$ cat src/rtl/fdivsqrt_pkg.sv
// Shared types and constants for the FP divide/square-root result controller.
package fdivsqrt_pkg;

  localparam int unsigned DATA_W  = 64;
  localparam int unsigned FLAGS_W = 5;

  localparam logic [2:0] ZTYPE_NORMAL  = 3'b000;
  localparam logic [2:0] ZTYPE_QNAN    = 3'b001;
  localparam logic [2:0] ZTYPE_INF     = 3'b010;
  localparam logic [2:0] ZTYPE_ZERO    = 3'b011;
  localparam logic [2:0] ZTYPE_DIVZERO = 3'b110;

  // Low two Ztype bits select the result class; bit 2 only qualifies it.
  localparam logic [1:0] ZCLS_NORMAL = 2'b00;
  localparam logic [1:0] ZCLS_QNAN   = 2'b01;
  localparam logic [1:0] ZCLS_INF    = 2'b10;
  localparam logic [1:0] ZCLS_ZERO   = 2'b11;

  localparam logic [DATA_W-1:0] CANON_QNAN = 64'h7FF8_0000_0000_0000;
  localparam logic [DATA_W-1:0] POS_INF    = 64'h7FF0_0000_0000_0000;
  localparam logic [DATA_W-1:0] NEG_INF    = 64'hFFF0_0000_0000_0000;
  localparam logic [DATA_W-1:0] POS_ZERO   = 64'h0000_0000_0000_0000;
  localparam logic [DATA_W-1:0] NEG_ZERO   = 64'h8000_0000_0000_0000;

  localparam int unsigned FLAG_NV = 4;
  localparam int unsigned FLAG_DZ = 3;
  localparam int unsigned FLAG_OF = 2;
  localparam int unsigned FLAG_UF = 1;
  localparam int unsigned FLAG_NX = 0;

  typedef enum logic [1:0] {
    ST_IDLE    = 2'd0,
    ST_PRENORM = 2'd1,
    ST_ITER    = 2'd2,
    ST_DONE    = 2'd3
  } state_t;

  typedef struct packed {
    logic               is_special;
    logic [DATA_W-1:0]  result;
    logic [FLAGS_W-1:0] flags;
  } special_t;

endpackage

$ cat src/rtl/fdivsqrt_special_decode.sv
// Maps classifier outputs to a directly-produced special result, if any.
module fdivsqrt_special_decode
  import fdivsqrt_pkg::*;
(
  input  logic       Invalid,
  input  logic [2:0] Ztype,
  input  logic       op_type,
  input  logic       SignA,
  input  logic       SignB,
  output special_t   special_c
);

  logic div_sign;

  assign div_sign = SignA ^ SignB;

  // Priority: invalid, then QNaN, Inf, Zero; class 00 goes to the datapath.
  always_comb begin
    special_c = '0;
    if (Invalid) begin
      special_c.is_special     = 1'b1;
      special_c.result         = CANON_QNAN;
      special_c.flags[FLAG_NV] = 1'b1;
    end else begin
      unique case (Ztype[1:0])
        ZCLS_QNAN: begin
          special_c.is_special = 1'b1;
          special_c.result     = CANON_QNAN;
        end
        ZCLS_INF: begin
          special_c.is_special     = 1'b1;
          special_c.result         = (!op_type && div_sign) ? NEG_INF : POS_INF;
          special_c.flags[FLAG_DZ] = Ztype[2];
        end
        ZCLS_ZERO: begin
          special_c.is_special = 1'b1;
          special_c.result     = (op_type ? SignA : div_sign) ? NEG_ZERO : POS_ZERO;
        end
        default: special_c.is_special = 1'b0;
      endcase
    end
  end

endmodule

$ cat src/rtl/fdivsqrt_result_ctrl.sv
// Sequencer for the FP div/sqrt unit: special-case bypass, iteration control,
// result capture and valid/ready presentation.
module fdivsqrt_result_ctrl
  import fdivsqrt_pkg::*;
#(
  parameter int unsigned DIV_CYCLES  = 30,
  parameter int unsigned SQRT_CYCLES = 32,
  parameter int unsigned CNT_W       = 6
) (
  input  logic               clk,
  input  logic               reset_n,
  input  logic               start,
  output logic               start_ready,
  input  logic               op_type,
  input  logic [2:0]         Ztype,
  input  logic               Invalid,
  input  logic               Denorm,
  input  logic               SignA,
  input  logic               SignB,
  input  logic               flush,
  output logic               core_prenorm,
  output logic               core_load,
  output logic               core_en,
  input  logic [DATA_W-1:0]  core_result,
  input  logic [2:0]         core_flags,
  output logic               res_valid,
  input  logic               res_ready,
  output logic [DATA_W-1:0]  result,
  output logic [FLAGS_W-1:0] fflags
);

  state_t             state, next_state;
  logic [CNT_W-1:0]   cnt, next_cnt;
  logic [DATA_W-1:0]  next_result;
  logic [FLAGS_W-1:0] next_fflags;
  logic               next_res_valid, next_prenorm, next_load, next_en;
  logic               accept_c;
  special_t           special_c;

  fdivsqrt_special_decode u_special_decode (
    .Invalid   (Invalid),
    .Ztype     (Ztype),
    .op_type   (op_type),
    .SignA     (SignA),
    .SignB     (SignB),
    .special_c (special_c)
  );

  assign accept_c = start & start_ready & ~flush;

  // Next-state and next-output computation; all outputs are registered below.
  always_comb begin
    next_state     = state;
    next_cnt       = cnt;
    next_result    = result;
    next_fflags    = fflags;
    next_res_valid = 1'b0;
    next_prenorm   = 1'b0;
    next_load      = 1'b0;
    next_en        = 1'b0;
    if (flush) begin
      next_state = ST_IDLE;
      next_cnt   = '0;
    end else begin
      unique case (state)
        ST_IDLE: begin
          if (accept_c) begin
            // Counter is loaded at accept; PRENORM leaves it untouched.
            next_cnt = op_type ? CNT_W'(SQRT_CYCLES - 1) : CNT_W'(DIV_CYCLES - 1);
            if (special_c.is_special) begin
              next_result    = special_c.result;
              next_fflags    = special_c.flags;
              next_res_valid = 1'b1;
              next_state     = ST_DONE;
            end else if (Denorm) begin
              next_prenorm = 1'b1;
              next_state   = ST_PRENORM;
            end else begin
              next_load  = 1'b1;
              next_en    = 1'b1;
              next_state = ST_ITER;
            end
          end
        end
        ST_PRENORM: begin
          next_load  = 1'b1;
          next_en    = 1'b1;
          next_state = ST_ITER;
        end
        ST_ITER: begin
          if (cnt == '0) begin
            next_result    = core_result;
            next_fflags    = {2'b00, core_flags};
            next_res_valid = 1'b1;
            next_state     = ST_DONE;
          end else begin
            next_cnt = cnt - CNT_W'(1);
            next_en  = 1'b1;
          end
        end
        ST_DONE: begin
          if (res_ready) next_state     = ST_IDLE;
          else           next_res_valid = 1'b1;
        end
        default: next_state = ST_IDLE;
      endcase
    end
  end

  always_ff @(posedge clk or negedge reset_n) begin
    if (!reset_n) begin
      state        <= ST_IDLE;
      cnt          <= '0;
      result       <= '0;
      fflags       <= '0;
      res_valid    <= 1'b0;
      start_ready  <= 1'b1;
      core_prenorm <= 1'b0;
      core_load    <= 1'b0;
      core_en      <= 1'b0;
    end else begin
      state        <= next_state;
      cnt          <= next_cnt;
      result       <= next_result;
      fflags       <= next_fflags;
      res_valid    <= next_res_valid;
      start_ready  <= (next_state == ST_IDLE);
      core_prenorm <= next_prenorm;
      core_load    <= next_load;
      core_en      <= next_en;
    end
  end

endmodule

$ cat config.mk
export PLATFORM = sky130hd
export DESIGN_NAME = fdivsqrt_result_ctrl
export DESIGN_NICKNAME = d
export VERILOG_FILES = /design/src/rtl/fdivsqrt_pkg.sv /design/src/rtl/fdivsqrt_special_decode.sv /design/src/rtl/fdivsqrt_result_ctrl.sv
export SDC_FILE = /design/constraint.sdc
export NUM_CORES = 1
export LEC_CHECK = 0
export ABC_AREA = 1
export BUFFER_PORTS_ARGS = -buffer_cell sky130_fd_sc_hd__buf_2
export CORE_MARGIN = 4
export CORE_UTILIZATION = 52
export DETAILED_ROUTE_END_ITERATION = 16
export MAX_ROUTING_LAYER = met4
export PLACE_DENSITY = 0.86
export SETUP_SLACK_MARGIN = 0.05
export SLEW_MARGIN = 20
export SYNTH_ARGS = -nofsm -noshare
export SYNTH_HDL_FRONTEND = slang
export SYNTH_SLANG_ARGS = --single-unit
export TNS_END_PERCENT = 10
$ cat constraint.sdc
create_clock -name clk -period 2.2 [get_ports clk]
set_clock_uncertainty 0.05 [all_clocks]
set_input_delay 0 -clock clk [delete_from_list [all_inputs] [get_ports clk]]
set_output_delay 0 -clock clk [all_outputs]
set_load 0.02 [all_outputs]
==> impl_metrics.py, run 1 <==
metrics = {
    "floorplan": {
        "dieArea_um2": 8490,
        "std_cell_rows": 30,
        "start_util_pct": 53.9,
        "fp.dieW_um": 92.2,
        "pin_count": 154,
        "coreArea_um2": 6830,
        "die_height_um": 92.2,
    },
    "global_routing": {
        "first_global_vias": 3770,
        "grt_max_degree": 48,
        "overflow": 0,
        "antenna_found_initial": 0,
        "grt_usage_pct": 26.5,
        "grt_pass1_wl_um": 17600,
    },
    "layout": {
        "syn_to_final_growth_pct": 49.6,
        "stdcell_count": 775,
        "final_util_pct": 80.7,
        "diodes": 0,
        "nets": 760,
        "n_fill_cell": 444,
        "drive_gt1_share_pct": 26.8,
        "seq_area_um2": 2050,
        "multi_input_area_um2": 1410,
    },
    "pwr": {
        "irDropWorstVdd_mv": 0.666,
        "power_leakage_nw": 2.96,
        "p_per_area_nw_per_um2": 1060,
    },
    "clocking": {
        "cts_resized": 0,
        "cts_root_buf": "clkbuf_8",
        "cts_buffer_depth": 2,
        "cts_buffers": 9,
        "h-tree-depth": 3,
        "cts.clk_slew.worst_paths_ns": 0.09,
        "numClockSinks": 82,
        "cts_tree": "built",
        "post_cts_buffers": 0,
        "worstSkewPairLatency_ns": 0.34,
    },
    "critical_path": {
        "crit_path_top_delay_cell": "dfstp_2",
        "slowest_delay_ns": 0.54,
        "path_buf_inv": 1,
        "start_kind": "flop",
        "arrival_ns": 2.02,
        "cp_common_cell": "nand2_1",
        "regToRegSetupSlack_ns": 0.43,
        "cp_top_family": "simple AND/OR/NAND/NOR gates",
        "path_cells": "nand2_1 -> nand2_1 -> nand2_1 -> nor2_2 -> nand2_4 -> inv_1 -> nand2_1 -> nand2_1",
        "critPathRequiredTime_ns": 2.44,
        "cp-end-kind": "flop",
        "crit_type": "reg -> reg",
        "cp_max_fo": 18,
    },
    "synth": {
        "synthDistinctLibCells": 25,
        "synth_top_area_share_pct": 55.0,
        "synth_top_area_cell": "dfrtp_1",
        "avgSynthCellArea_um2": 8.15,
        "ys_seq_area_share_pct": 55.8,
        "synth.cell_area_um2": 3680,
        "yosys-top-cells-area": "dfrtp_1 55%, nand2_1 21%, o21ai_0 4.3%",
        "ys_seq_elements": 82,
        "syn_nets": 538,
        "ys_warn_count": 0,
        "syn_inst": 452,
    },
    "timing": {
        "fin_tns_setup_ns": 0,
        "rsz0062_at_grt": "false",
        "slew_headroom_pct": 48.6,
        "period_share_pct": 80.5,
        "slew_viol_final": 0,
        "worst_slew_pin_slew_ns": 0.766,
        "worst_slack_ns": 0.429,
        "fin_crit_ns": 1.77,
        "finalHoldViolCount": 0,
        "setup-violations-final": 0,
        "max_freq_mhz": 565,
    },
    "placed_design": {
        "place_ws_ns": 0.409,
        "dp_hpwl_um": 6580,
        "dp.cells": 683,
        "gp_congestion": 0.935,
        "port_buffers": 153,
    },
    "detailed_routing": {
        "vias": 3840,
        "dr.pass1.iters": 5,
        "dr.first_iter.drc_count": 219,
        "drcViolationCount": 0,
        "routed_wl_um": 10900,
        "wl_per_cell_um": 14.0,
        "vias_per_cell": 4.95,
        "postRouteAntennaNets": 0,
    },
    "status": {
        "status": "complete, no violations",
    },
    "min_path": {
        "hold_path.class": "in -> reg",
    },
    "run": {
        "cap_violations": 0,
    },
}
-- through the flow --
stage / instance area, µm² / hold WS (ns) / power (W)
floorplan: 3680 / -0.346 / 0.00370
global placement: 4520 / -0.0571 / 0.00444
detailed placement: 4520 / -0.0564 / 0.00451
CTS: 5510 / 0.00733 / 0.00585
global route: 5510 / 0.0707 / 0.00625
finish: 5510 / 0.0342 / 0.00587
-- synth_stat cells (all sizes together) --
cell type	n
nand3b	1
dfstp	1
a21o	1
o21ai	63
nand2	208
clkbuf	7
nand3	19
ha	6
inv	21
nand4	1
dfrtp	81
nor2	20
buf	17
a21oi	2
or2	1
o22ai	1
nor4	1
nor3	1
-- cell type report --
| cell class | count | area share [%] |
|---|---|---|
| multi-input combinational | 325 | 25.6 |
| clock buffer | 9 | 2.25 |
| timing repair buffer | 235 | 29.5 |
| tap | 96 | 2.18 |
| clock inverter | 7 | 1.84 |
| sequential | 82 | 37.3 |
| inverter | 21 | 1.43 |
-- layout by cell type (no fill, tap or decap), types with 4 or more instances in the layout --
cell type and n:
nand2_1 206, buf_2 152, dfrtp_1 81, dlygate4sd3_1 76
o21ai_1 32, o21ai_0 31, inv_1 19, nor2_1 19
nand3_1 19, clkbuf_8 9, ha_1 6, buf_12 4
-- metal layers --
metal / part of all wire, % / vias up / global-route usage [%]
li1: - / 1874 / -
met1: 41 / 1772 / 31.9
met2: 51 / 163 / 45.3
met3: 5.5 / 31 / 3.86
met4: 2.6 / 0 / 10.3
met5: 0 / - / -
-- final timing paths --
path                                       start                      to  depth (start not counted)
max                        start_ready$_DFF_PN1_  result[57]$_DFFE_PN0P_                          8
min                                        start      state[1]$_DFF_PN0_                          4
max reg2reg                start_ready$_DFF_PN1_  result[57]$_DFFE_PN0P_                          8
min reg2reg                result[4]$_DFFE_PN0P_   result[4]$_DFFE_PN0P_                          2
max in group asynchronous                reset_n  result[29]$_DFFE_PN0P_                          3
min in group asynchronous                reset_n  result[60]$_DFFE_PN0P_                          2
-- flip-flops by register name, summed over array words and instances (netlist names), 2 cells and up --
| register | cells |
|---|---|
| result | 64 |
| fflags | 5 |
| cnt | 6 |
| state | 2 |
-- where the power goes --
group          internal (W)  total [W]  switching, W
logic              0.000823    0.00237       0.00154
clock network      0.000651    0.00123      0.000580
registers           0.00198    0.00227      0.000287
total               0.00346    0.00587       0.00241
-- worst register-to-register path, delay by kind of cell, from the launching register on --
kind / cells / cell delay, ns
flip-flops: 1 / 0.54
AND/OR/NAND/NOR: 7 / 0.80
buffers and inverters: 1 / 0.33
-- timing repair --
item / in CTS / in global routing
endpoints found under the hold margin: 159 / 0
setup endpoints to repair: 0 / 0
hold buffers: 76 / 0
-- cells by family (layout without fill, tap and decap cells) --
group	Yosys count	after routing	synth area share (%)
buffers and inverters	45	272	5.98
adder cells (fa/ha/maj)	6	6	2.04
flip-flops	82	82	55.8
AO/OA/AOI/OAI	67	67	9.21
AND/OR/NAND/NOR	252	252	27.0
No activity file was read; power rests on OpenSTA's default activity.
==> run 2, diff against run 1 <==
Settings changed: CORE_UTILIZATION 52 to 43, PLACE_DENSITY 0.86 to 0.76.
Clock period 2.2 ns to 1.6 ns, I/O delays scaled along.
==> impl_metrics.py, run 2 (synthesis results as in run 1) <==
metrics = {
    "floorplan": {
        "fp.dieW_um": 101,
        "pin_count": 154,
        "dieArea_um2": 10100,
        "std_cell_rows": 33,
        "coreArea_um2": 8260,
        "start_util_pct": 44.6,
        "die_height_um": 101,
    },
    "clocking": {
        "cts_tree": "built",
        "cts_root_buf": "clkbuf_8",
        "cts.clk_slew.worst_paths_ns": 0.09,
        "numClockSinks": 82,
        "cts_buffer_depth": 2,
        "h-tree-depth": 3,
        "worstSkewPairLatency_ns": 0.35,
        "cts_buffers": 9,
    },
    "detailed_routing": {
        "postRouteAntennaNets": 0,
        "dr.pass1.iters": 5,
        "met2_length_um": 5970,
        "vias": 3960,
        "vias_per_cell": 4.91,
        "drcViolationCount": 0,
        "wl_per_cell_um": 14.6,
        "routed_wl_um": 11800,
        "wl_met3_um": 829,
        "met1Wirelength_um": 4740,
        "dr.first_iter.drc_count": 178,
        "routed.top_layer": "met4",
    },
    "layout": {
        "final_common_cell": "nand2_1",
        "final_area_um2": 5980,
        "n_fill_cell": 577,
        "top_register": "result",
        "drive_gt1_share_pct": 36.2,
        "diodes": 0,
        "nets": 783,
        "top_regs": "result x64, cnt x6, fflags x5",
        "final_cell_mix": "176 x nand2_1, 152 x buf_2, 79 x dfrtp_1, 76 x dlygate4sd3_1, 45 x o21ai_1",
        "final_util_pct": 72.4,
        "syn_to_final_growth_pct": 62.3,
        "seq_area_um2": 2060,
        "multi_input_area_um2": 1590,
        "largest_reg_flops": 64,
    },
    "status": {
        "status": "finished with violations",
        "violations": "negative setup slack",
    },
    "critical_path": {
        "critPathRequiredTime_ns": 1.77,
        "cp_top_family": "simple AND/OR/NAND/NOR gates",
        "cp_max_fo": 25,
        "cp_common_cell": "buf_12",
        "arrival_ns": 1.78,
        "slowest_delay_ns": 0.47,
        "crit_path_top_delay_cell": "dfrtp_1",
        "path_cells": "nor2_1 -> nand3_4 -> nand2_4 -> nand2_8 -> buf_12 -> buf_12 -> nand2_1 -> o21ai_1",
        "start_kind": "flop",
        "path_buf_inv": 2,
        "crit_type": "reg -> reg",
        "cp-end-kind": "flop",
    },
    "global_routing": {
        "overflow": 0,
        "grt_max_degree": 43,
        "grt_usage_pct": 22.8,
        "antenna_found_initial": 0,
        "first_global_vias": 3871,
        "grt_pass1_wl_um": 18000,
    },
    "timing": {
        "hold_slack_ns": 0.0517,
        "period_share_pct": 101,
        "setup-violations-final": 3,
        "max_freq_mhz": 620,
        "worst_slew_pin_slew_ns": 0.436,
        "worst_slack_ns": -0.0126,
        "rsz0062_at_grt": "true",
        "fin_tns_setup_ns": -0.0169,
        "slew_viol_final": 0,
        "fin_crit_ns": 1.61,
        "finalHoldViolCount": 0,
        "slew_headroom_pct": 70.7,
    },
    "placed_design": {
        "gp_congestion": 0.860,
        "place_area_um2": 4600,
        "dp_hpwl_um": 6980,
        "port_buffers": 153,
    },
    "pwr": {
        "irDropWorstVdd_mv": 0.727,
        "power_leakage_nw": 3.12,
        "power_w": 0.00863,
        "p_per_area_nw_per_um2": 1440,
    },
    "run": {
        "cap_violations": 0,
    },
    "min_path": {
        "hold_path.class": "in -> reg",
    },
}
[run 2: timing repair]
action / 4_1_cts / 5_1_grt
gates cloned: 0 / 5
hold buffers: 76 / 0
setup endpoints to repair: 20 / 77
hold endpoints to repair: 159 / 0
resized for setup: 6 / 84
pin swaps: 0 / 4
buffers inserted: 0 / 10
[run 2: stage by stage]
step                      instances  worst slack [ns]
final                           807           -0.0126
after floorplan                 452            0.0557
after global routing            807           -0.0805
after detailed placement        700          0.000135
after global placement          700            0.0897
after CTS                       792            0.0201
[run 2: worst min-delay path: cells and delay by family]
| kind | cells | cell delay (ns) |
|---|---|---|
| buffers and inverters | 1 | 0.09 |
| and+or+nand+nor | 6 | 0.32 |
[run 2: per-layer routing]
metal | vias to the layer above | track usage [%]
met1 | 1823 | 27.9
met5 | - | -
li1 | 1915 | -
met4 | 0 | 8.50
met3 | 31 | 4.50
met2 | 191 | 37.5
[run 2: area by class of cell]
cell class | instances | area share, %
clock buffers | 11 | 2.53
multi-input cells | 325 | 26.6
inverters | 21 | 1.47
repair buffers | 257 | 31.7
well taps | 105 | 2.20
flip-flops and latches | 82 | 34.4
clock inverters | 5 | 1.05
repair inverters | 1 | 0.126
[run 2: worst paths after layout]
check,start,to,slack [ns],cells past startpoint
setup / recovery,cnt[3]$_DFFE_PN0P_,result[14]$_DFFE_PN0P_,-0.01,8
hold / removal,SignA,result[63]$_DFFE_PN0P_,0.05,7
setup reg to reg,cnt[3]$_DFFE_PN0P_,result[14]$_DFFE_PN0P_,-0.01,8
hold reg to reg,result[61]$_DFFE_PN0P_,result[61]$_DFFE_PN0P_,0.43,2
max in group asynchronous,reset_n,result[50]$_DFFE_PN0P_,0.84,3
min in group asynchronous,reset_n,result[58]$_DFFE_PN0P_,0.07,2
[run 2: where the power goes]
part / internal (W) / switching [W] / total [W]
combinational: 0.00153 / 0.00238 / 0.00391
clock: 0.000811 / 0.000750 / 0.00156
sequential: 0.00273 / 0.000431 / 0.00316
==> run 3, diff against run 2 <==
Settings changed: SETUP_SLACK_MARGIN 0.05 to 0.5.
==> impl_metrics.py, run 3 (synthesis results as in run 1) <==
metrics = {
    "layout": {
        "n_fill_cell": 586,
        "top_register": "result",
        "final_util_pct": 73.1,
        "drive_gt1_share_pct": 36.7,
        "nets": 790,
        "final_common_cell": "nand2_1",
        "top_regs": "result x64, cnt x6, fflags x5",
        "syn_to_final_growth_pct": 64.0,
        "largest_reg_flops": 64,
        "final_cell_mix": "179 x nand2_1, 151 x buf_2, 80 x dfrtp_1, 75 x dlygate4sd3_1, 40 x o21ai_1",
        "final_area_um2": 6040,
    },
    "timing": {
        "setup-violations-final": 4,
        "rsz0062_at_grt": "true",
        "fin_crit_ns": 1.61,
        "worst_slack_ns": -0.0123,
        "worst_slew_pin_slew_ns": 0.430,
        "finalHoldViolCount": 1,
        "fin_tns_setup_ns": -0.0243,
        "slew_headroom_pct": 71.1,
        "max_freq_mhz": 620,
        "hold_slack_ns": -0.0750,
        "slew_viol_final": 0,
        "period_share_pct": 101,
    },
    "floorplan": {
        "dieArea_um2": 10100,
        "die_height_um": 101,
        "pin_count": 154,
        "start_util_pct": 44.6,
        "fp.dieW_um": 101,
        "std_cell_rows": 33,
        "coreArea_um2": 8260,
    },
    "critical_path": {
        "start_kind": "flop",
        "critPathRequiredTime_ns": 1.79,
        "cp-end-kind": "flop",
        "critical_path.reg2reg.startpoint": "state[0]$_DFF_PN0_",
        "cp_top_family": "simple AND/OR/NAND/NOR gates",
        "rr_worst_depth": 10,
        "crit_cells": 10,
        "r2r-end": "result[55]$_DFFE_PN0P_",
        "arrival_ns": 1.81,
        "endpoint": "result[55]$_DFFE_PN0P_",
        "crit_path_top_delay_cell": "dfrtp_2",
        "crit_type": "reg -> reg",
        "regToRegSetupSlack_ns": -0.01,
        "startpoint": "state[0]$_DFF_PN0_",
        "path_buf_inv": 3,
        "slowest_delay_ns": 0.44,
        "cp_max_fo": 6,
        "path_cells": "nor2_4 -> nand2_2 -> nand2_2 -> nor2_4 -> buf_6 -> nand2_8 -> buf_12 -> clkinvlp_4 -> nand2_1 -> nand2_1",
    },
    "clocking": {
        "numClockSinks": 82,
        "cts_root_buf": "clkbuf_8",
        "h-tree-depth": 3,
        "cts.clk_slew.worst_paths_ns": 0.08,
        "cts_buffers": 9,
        "cts_tree": "built",
        "cts_buffer_depth": 2,
        "worstSkewPairLatency_ns": 0.35,
    },
    "global_routing": {
        "antenna_found_initial": 1,
        "grt_pass1_wl_um": 18200,
        "overflow": 0,
        "grt_usage_pct": 23.1,
        "first_global_vias": 3911,
        "grt_max_degree": 63,
    },
    "detailed_routing": {
        "postRouteAntennaNets": 0,
        "drcViolationCount": 0,
        "dr.pass1.iters": 4,
        "wl_per_cell_um": 14.8,
        "vias": 3991,
        "dr.first_iter.drc_count": 120,
        "routed_wl_um": 12000,
        "vias_per_cell": 4.90,
    },
    "pwr": {
        "p_clk_share_pct": 17.4,
        "combinationalPowerShare_pct": 45.8,
        "intPower_w": 0.00500,
        "swShare_pct": 41.6,
        "p_seq_share_pct": 36.8,
        "irDropWorstVdd_mv": 0.691,
        "power_leakage_nw": 3.17,
        "p_per_area_nw_per_um2": 1420,
        "power_w": 0.00856,
        "p_switching_w": 0.00356,
    },
    "status": {
        "violations": "negative hold slack, negative setup slack",
        "status": "finished with violations",
    },
    "placed_design": {
        "gp_congestion": 0.882,
        "place_area_um2": 4610,
        "port_buffers": 153,
        "dp_hpwl_um": 6800,
    },
    "run": {
        "cap_violations": 0,
    },
    "min_path": {
        "hold_path.class": "in -> reg",
    },
}
[run 3: worst min path at each step]
stage | start | end | slack [ns] | cells past startpoint
2_1_floorplan | reset_n | cnt[0]$_DFFE_PN0P_ | -0.35 | 0
3_3_place_gp | reset_n | result[15]$_DFFE_PN0P_ | -0.14 | 1
3_5_place_dp | reset_n | result[15]$_DFFE_PN0P_ | -0.14 | 1
4_1_cts | start | core_prenorm$_DFF_PN0_ | -0.11 | 3
5_1_grt | start | core_prenorm$_DFF_PN0_ | -0.09 | 3
6_report | start | core_prenorm$_DFF_PN0_ | -0.07 | 3
[run 3: repair_timing]
action / CTS / global route
pin swaps: 0 / 18
endpoints found under the setup margin: 81 / 82
resized for setup: 16 / 75
hold buffers: 74 / 1
gates cloned: 3 / 0
setup buffers: 15 / 6
endpoints found under the hold margin: 158 / 2
[run 3: area by class of cell]
cell class | count | area [µm²] | share of cell area (%)
diodes | 1 | 2.50 | 0.0414
clock buffers | 11 | 141 | 2.34
clock inverters | 4 | 51.3 | 0.850
inverters | 21 | 85.1 | 1.41
multi-input cells | 326 | 1660 | 27.5
flip-flops and latches | 82 | 2050 | 34.0
well taps | 105 | 131 | 2.18
repair buffers | 263 | 1900 | 31.5
repair inverters | 1 | 7.51 | 0.124
[run 3: metal layers]
layer | global-route usage [%] | up-vias | part of all wire (%)
met4 | 9.33 | 0 | 4.3
li1 | - | 1931 | -
met1 | 27.2 | 1841 | 38
met3 | 4.43 | 41 | 6.7
met5 | - | - | 0
met2 | 39.1 | 178 | 51
[run 3: through the flow]
| step | instances | setup WS, ns |
|---|---|---|
| 2_1_floorplan | 452 | 0.0650 |
| 3_3_place_gp | 699 | 0.0822 |
| 3_5_place_dp | 699 | 0.00861 |
| 4_1_cts | 806 | 0.0413 |
| 5_1_grt | 814 | -0.0895 |
| 6_report | 814 | -0.0123 |
[run 3: tightest hold or removal path: cells and delay by family]
family	cells	cell delay, ns
buffers and inverters	1	0.12
and+or+nand+nor	2	0.16
[run 3: power groups by stage]
stage / clock, W / combinational, W / sequential [W]
after floorplan: 0 / 0.00122 / 0.00387
after global placement: 0 / 0.00306 / 0.00312
after detailed placement: 0 / 0.00314 / 0.00313
after CTS: 0.00152 / 0.00355 / 0.00309
after global routing: 0.00162 / 0.00426 / 0.00323
final: 0.00149 / 0.00392 / 0.00315
